$ cat src/rtl/fft_bitrev_reorder.sv
// Ping-pong reorder buffer: writes FFT output samples at bit-reversed addresses
// and streams each completed frame out in natural order with valid/ready handshake.
module fft_bitrev_reorder #(
    parameter int N = 16,
    parameter int W = 32
) (
    input  logic         i_clk,
    input  logic         i_reset,
    input  logic         i_valid,
    output logic         o_in_ready,
    input  logic [W-1:0] i_real,
    input  logic [W-1:0] i_imag,
    output logic         o_valid,
    input  logic         i_ready,
    output logic [W-1:0] o_real,
    output logic [W-1:0] o_imag,
    output logic         o_first,
    output logic         o_last
);

    localparam int LOG2N = $clog2(N);
    localparam logic [LOG2N-1:0] LAST_IDX = LOG2N'(N - 1);

    // Bank select is the MSB of the storage address.
    logic [2*W-1:0]   mem [0:2*N-1];

    logic [LOG2N-1:0] wr_cnt_reg;
    logic [LOG2N-1:0] rd_cnt_reg;
    logic [LOG2N-1:0] wr_addr;
    logic             wr_bank_reg;
    logic             rd_bank_reg;
    logic [1:0]       full_reg;
    logic [1:0]       full_next;
    logic             wr_en;
    logic             wr_wrap;
    logic             rd_load;
    logic             rd_wrap;

    generate
        for (genvar gi = 0; gi < LOG2N; gi++) begin : g_bitrev
            assign wr_addr[gi] = wr_cnt_reg[LOG2N-1-gi];
        end
    endgenerate

    assign o_in_ready = !full_reg[wr_bank_reg];
    assign wr_en      = i_valid && o_in_ready;
    assign wr_wrap    = wr_en && (wr_cnt_reg == LAST_IDX);
    assign rd_load    = full_reg[rd_bank_reg] && (!o_valid || i_ready);
    assign rd_wrap    = rd_load && (rd_cnt_reg == LAST_IDX);

    // Writer and reader always own different banks when both act, so set and clear never collide.
    generate
        for (genvar gi = 0; gi < 2; gi++) begin : g_full
            assign full_next[gi] = (full_reg[gi] || (wr_wrap && (wr_bank_reg == 1'(gi))))
                                   && !(rd_wrap && (rd_bank_reg == 1'(gi)));
        end
    endgenerate

    always_ff @(posedge i_clk) begin
        if (wr_en) begin
            mem[{wr_bank_reg, wr_addr}] <= {i_real, i_imag};
        end
    end

    always_ff @(posedge i_clk or negedge i_reset) begin
        if (!i_reset) begin
            wr_cnt_reg  <= '0;
            rd_cnt_reg  <= '0;
            wr_bank_reg <= 1'b0;
            rd_bank_reg <= 1'b0;
            full_reg    <= 2'b00;
        end else begin
            full_reg <= full_next;
            if (wr_en) begin
                wr_cnt_reg <= wr_cnt_reg + 1'b1;
                if (wr_wrap) begin
                    wr_bank_reg <= !wr_bank_reg;
                end
            end
            if (rd_load) begin
                rd_cnt_reg <= rd_cnt_reg + 1'b1;
                if (rd_wrap) begin
                    rd_bank_reg <= !rd_bank_reg;
                end
            end
        end
    end

    // Output register doubles as the registered RAM read port.
    always_ff @(posedge i_clk or negedge i_reset) begin
        if (!i_reset) begin
            o_valid <= 1'b0;
            o_first <= 1'b0;
            o_last  <= 1'b0;
            o_real  <= '0;
            o_imag  <= '0;
        end else if (rd_load) begin
            {o_real, o_imag} <= mem[{rd_bank_reg, rd_cnt_reg}];
            o_valid          <= 1'b1;
            o_first          <= (rd_cnt_reg == '0);
            o_last           <= (rd_cnt_reg == LAST_IDX);
        end else if (i_ready) begin
            o_valid <= 1'b0;
        end
    end

endmodule

$ cat config.mk
export PLATFORM = sky130hd
export DESIGN_NAME = fft_bitrev_reorder
export DESIGN_NICKNAME = d
export VERILOG_FILES = /design/src/rtl/fft_bitrev_reorder.sv
export SDC_FILE = /design/constraint.sdc
export NUM_CORES = 2
export LEC_CHECK = 0
export ABC_AREA = 1
export CELL_PAD_IN_SITES_DETAIL_PLACEMENT = 1
export CELL_PAD_IN_SITES_GLOBAL_PLACEMENT = 2
export CORE_MARGIN = 10
export CORE_UTILIZATION = 30
export DETAILED_ROUTE_END_ITERATION = 7
export GPL_TIMING_DRIVEN = 0
export HOLD_SLACK_MARGIN = 0.15
export PLACE_DENSITY = 0.59
export REMOVE_ABC_BUFFERS = 1
export SYNTH_ARGS = -nofsm -noshare
export SYNTH_HDL_FRONTEND = slang
export SYNTH_SLANG_ARGS = --single-unit
export TNS_END_PERCENT = 20
$ cat constraint.sdc
create_clock -name i_clk -period 13.3 [get_ports i_clk]
set_input_delay 1.33 -clock i_clk [delete_from_list [all_inputs] [get_ports i_clk]]
set_output_delay 1.33 -clock i_clk [all_outputs]
set_load 0.03 [all_outputs]
# Yosys cells after proc, flatten, opt, wreduce, memory -nomap -nowiden
# Memory sizes are Yosys's and may differ from the RTL's. A register that Yosys moved wholly into a read port is not among the register bits.
# Cells that the tools add are included.
[word_totals] ram_bits=2048 output_inout_bits=68 n_memories=1 reg_bits=15 word_cells=49
[memory_table] name="mem" words=32 width=64 rd=1 rd_ports_with_merged_regs=1 wr=1 line="25" rtl="logic [2*W-1:0] mem [0:2*N-1];"
[classes] n_eq_ne=2 n_mux=8 bitwise_logic=2 magnitude_cmp=2 add_sub_neg=2 reduce_logical=24
[op_table] cell="$logic_and A1 B1 Y1" n=10
[op_table] cell="$add A4 B1 Y4 const B" n=2
[op_table] cell="$eq A4 B4 Y1 const B" n=2
[op_table] cell="$mux W1" n=8
[op_table] cell="$logic_not A1 Y1" n=7
[op_table] cell="$logic_not A4 Y1" n=1
[op_table] cell="$lt A1 B2 Y1 const B" n=2
[op_table] cell="$reduce_and A2 Y1" n=2
[op_table] cell="$logic_or A1 B1 Y1" n=3
[op_table] cell="$not A1 Y1" n=2
[op_table] cell="$reduce_bool A2 Y1" n=1

# Logic depth before layout (Yosys ltp)
[logic_depth] depth_word=8 depth_mapped=14

# Worst setup path before layout
# Ideal clock, no wire load.
[synth_timing] path_kind="flip-flop to flip-flop" startpoint="register wr_bank_reg" endpoint="memory mem[11][0] (netlist name) (enable)" n_path_buf=1 period_less_slack_ns=5.143 required_ns=12.813 arrival_time_ns=4.656 setup_time_ns=0.487 stages_incl_launch_ff=7 slack_ns=8.157 cell_sequence="dfrtp_1 -> buf_2 -> o21ai_0 -> nand2_1 -> nor3_1 -> inv_1 -> nor2_1"
[synth_via] elab_chain_len=6
[synth_rtl] item="start, declared" line="30" rtl="logic wr_bank_reg;"
[synth_rtl] item="start signal, assigned" line="77" rtl="wr_bank_reg <= !wr_bank_reg;"
[synth_rtl] item="$mux W1 (implied by the code) (2 in series)" line="45" rtl="assign o_in_ready = !full_reg[wr_bank_reg];"
[synth_rtl] item="$logic_not A1 Y1" line="45"
[synth_rtl] item="net o_in_ready" line="10" rtl="output logic o_in_ready,"
[synth_rtl] item="$logic_and A1 B1 Y1" line="46" rtl="assign wr_en = i_valid && o_in_ready;"
[synth_rtl] item="$mux W1" line="60" rtl="if (wr_en) begin"
[synth_rtl] item="$mux W1 (implied by the code)" line="61" rtl="mem[{wr_bank_reg, wr_addr}] <= {i_real, i_imag};"
[synth_rtl] item="end, declared" line="25"
# The timed path passes the listed nets, and every way through them passes these cells. The select of a mux whose other input is x is not followed.

# Final worst setup path
[layout_timing] startpoint="input port i_valid" endpoint="memory mem[10][48] (netlist name) (enable)"
[layout_via] elab_chain_len=3
[layout_rtl] item="start, declared" line="9" rtl="input logic i_valid,"
[layout_rtl] item="$logic_and A1 B1 Y1" line="46"
[layout_rtl] item="$mux W1" line="60"
[layout_rtl] item="$mux W1 (implied by the code)" line="61"
# No other way between the ends.

==> flow_metrics.env <==
export IMPL_postCtsSetupBuffers=0
export IMPL_drt_pass1_iter_count=5
export IMPL_top_register="mem"
export IMPL_max_cap_viol_count=0
export IMPL_clock_skew_ns=0.03206
export IMPL_cts_made_buffers=241
export IMPL_core_mm2=0.2884
export IMPL_drt_initial_drc_count=4111
export IMPL_ant_nets=0
export IMPL_hold_class="input port to asynchronous set/reset pin"
export IMPL_drcViolationCount=0
export IMPL_ir_drop_v=0.0001918
export IMPL_cts_hold_fix_buffers=0
export IMPL_syn_to_final_growth_pct=19.32
export IMPL_ff2ff_path_depth=13
export IMPL_row_count=197
export IMPL_crit_top_cell="buf_12"
export IMPL_die_w_um=558.6
export IMPL_powerDensity_mw_per_mm2=207.6
export IMPL_critPathMaxFanout=16
export IMPL_grt_overflow=0
export IMPL_crit_cells=8
export IMPL_tns_ns=0
export IMPL_largest_reg_flops=2048
export IMPL_routedWlPerCell_um=24.69
export IMPL_root_buffer="clkbuf_16"
export IMPL_critical_path_buf_inv_count=5
export IMPL_seq_area_frac_synth_pct=72.94
export IMPL_die_y_um=558.6
export IMPL_cts_resized=0
export IMPL_cp_startpoint="i_valid"
export IMPL_p_sw_share_pct=37.72
export IMPL_drt_total_wl_um=296300
export IMPL_drive_gt1_share_pct=7.122
export IMPL_path_class="input port to flop"
export IMPL_vias_per_cell=4.831
export IMPL_path_cells="clkdlybuf4s50_1, nand2_1, inv_1, nand3_1, nor2_4, buf_12, buf_12, buf_12"
export IMPL_ios=136
export IMPL_period_share_pct=31.97
export IMPL_utilization_pct=36.00
export IMPL_cts_tree="done"
export IMPL_worst_pin_slew_ns=1.209
export IMPL_vias=57973
export IMPL_hold_violations=0
export IMPL_clkPwrFrac_pct=29.5
export IMPL_relSlewSlack_pct=19.16
export IMPL_grt_pass1_vias=60638
export IMPL_ff2ff_setup_slack_ns=9.14
export IMPL_intPower_mw=13.42
export IMPL_netlist_instances=7857
export IMPL_start_kind="input port"
export IMPL_h_tree_depth=4
export IMPL_top_regs="mem x2048, o_imag x32, o_real x32"
export IMPL_die_area_mm2=0.3120
export IMPL_fmax_ghz=0.2352
export IMPL_arrival_ns=4.82
export IMPL_p_sw_mw=8.129
export IMPL_cp_slowest_cell="nor2_4"
export IMPL_antenna_found_initial=23
export IMPL_nets=8079
export IMPL_grt_max_degree=136
export IMPL_syn_area_per_cell_um2=11.08
export IMPL_syn_area_mm2=0.08702
export IMPL_setup_viol=0
export IMPL_gp_congestion=0.6681
export IMPL_rsz0062_at_grt="no"
export IMPL_grt_use_total_pct=18.66
export IMPL_p_leak_nw=38.80
export IMPL_pwr_share_seq_pct=36.4
export IMPL_rr_startpoint="rd_cnt_reg[0]"
export IMPL_dp_hpwl_um=172200
export IMPL_clock_sinks=2127
export IMPL_yosys_warnings=0
export IMPL_drv_slew=0
export IMPL_synth_seq_cells=2127
export IMPL_worst_setup_path_end_kind="flop"
export IMPL_initial_core_util_pct=30.18
export IMPL_path_delay_family="simple AND/OR/NAND/NOR gates"
export IMPL_fin_crit_ns=4.252
export IMPL_clock_latency_ns=0.90
export IMPL_clockBufferDepth=3
export IMPL_crit_end="mem[10][48]"
export IMPL_pwr_share_comb_pct=34.1
export IMPL_cpPeakStageDelay_ns=0.85
export IMPL_synth_cell_types=19
export IMPL_r2r_end="o_real[7]"
export IMPL_grt_pass1_wl_um=427700
export IMPL_outcome="complete, no violations"
export IMPL_required_ns=13.86
export IMPL_io_buffer_count=135
export IMPL_path_clk_slew_ns=0.06
-- per-layer routing --
layer	vias to the layer above	global-route usage, %	share of wire [%]
met3	448	2.471	3.3
met4	10	5.262	2.9
met5	-	0	0.019
met2	935	32.38	49
met1	29888	24.43	45
li1	26692	-	-
-- how the worst min path moves through the flow --
stage,end,slack [ns],cells after the start
floorplan,full_reg[0],0.51,2
global placement,o_real[28],0.47,2
detailed placement,o_real[9],0.47,2
CTS,o_imag[16],0.32,1
global route,o_imag[16],0.36,1
finish,o_imag[16],0.34,1
-- placed cells by master (no fill, tap or decap), types with 6 or more instances in the layout --
| cell | instances |
|---|---|
| clkinv_1 | 48 |
| a21oi_1 | 130 |
| nor2_4 | 33 |
| inv_1 | 480 |
| buf_16 | 85 |
| inv_6 | 7 |
| clkbuf_1 | 77 |
| dfrtp_1 | 74 |
| nand2_1 | 2627 |
| clkbuf_8 | 15 |
| nor2_1 | 807 |
| xor2_1 | 6 |
| bufinv_16 | 11 |
| buf_12 | 129 |
| nand3_1 | 908 |
| o21ai_0 | 282 |
| edfxtp_1 | 2048 |
| clkdlybuf4s50_1 | 134 |
| clkinv_2 | 43 |
| clkbuf_16 | 242 |
-- layout make-up --
cell class                 instances  area, um2
timing repair buffer             350       6282
multi-input combinational       4802      20000
tap                             3781       4731
sequential                      2127      63490
clock buffer                     334       6551
inverter                         486       1864
clock inverter                   115      898.4
antenna                            5      12.51
fill                           31044     184600
-- cell usage after synthesis, drive strengths merged --
| master | n | area share [%] |
|---|---|---|
| nor2 | 840 | 3.6 |
| dfrtp | 79 | 2.3 |
| xor2 | 6 | 0.060 |
| edfxtp | 2048 | 71 |
| clkbuf | 210 | 0.91 |
| xnor2 | 1 | 0.010 |
| a21oi | 130 | 0.75 |
| inv | 486 | 2.1 |
| o21ai | 283 | 1.6 |
| nor3 | 1 | 0.0057 |
| ha | 3 | 0.043 |
| nand4 | 2 | 0.014 |
| nand3 | 908 | 5.2 |
| buf | 232 | 1.4 |
| nand2 | 2628 | 11 |
-- worst reg2reg max path, cell delays in order, from the launching register on --
cell and delay, ns:
dfrtp_4 0.75, buf_16 0.38, buf_16 0.32, inv_8 0.56
buf_16 0.55, buf_16 0.52, nand2_1 0.23, nand2_1 0.09
nand2_1 0.05, a21oi_1 0.14, nor2_1 0.07, nand2_1 0.09
nand3_1 0.21, nand2_1 0.12
-- metrics by stage --
step | hold slack [ns] | cell area [um2] | instances | worst slack, ns | power, mW
5_1_grt | 0.3596 | 103800 | 11998 | 8.730 | 22.90
4_1_cts | 0.3207 | 103800 | 11995 | 8.947 | 21.94
2_1_floorplan | 0.5051 | 85050 | 7415 | -42.21 | 13.14
3_3_place_gp | 0.4669 | 91130 | 11331 | -172.13 | 14.90
6_report | 0.3428 | 103800 | 12000 | 9.048 | 21.55
3_5_place_dp | 0.4662 | 96370 | 11546 | 8.098 | 15.49
-- power groups by stage --
stage / logic, mW / clock network (mW) / registers [mW]
global route: 8.22 / 6.80 / 7.88
CTS: 7.54 / 6.54 / 7.86
finish: 7.34 / 6.36 / 7.85
floorplan: 4.62 / 0 / 8.52
detailed placement: 7.50 / 0 / 7.99
global placement: 6.17 / 0 / 8.73
-- kinds of logic after synthesis --
| group | synth area share, % |
|---|---|
| AOI/OAI and AO/OA | 2.375 |
| xor gates and xnor gates | 0.07045 |
| adders and majority gates | 0.04314 |
| buffers and inverters | 4.371 |
| DFF | 72.94 |
| and+or+nand+nor | 20.20 |
Note: power is estimated with default switching activity, not from simulation.
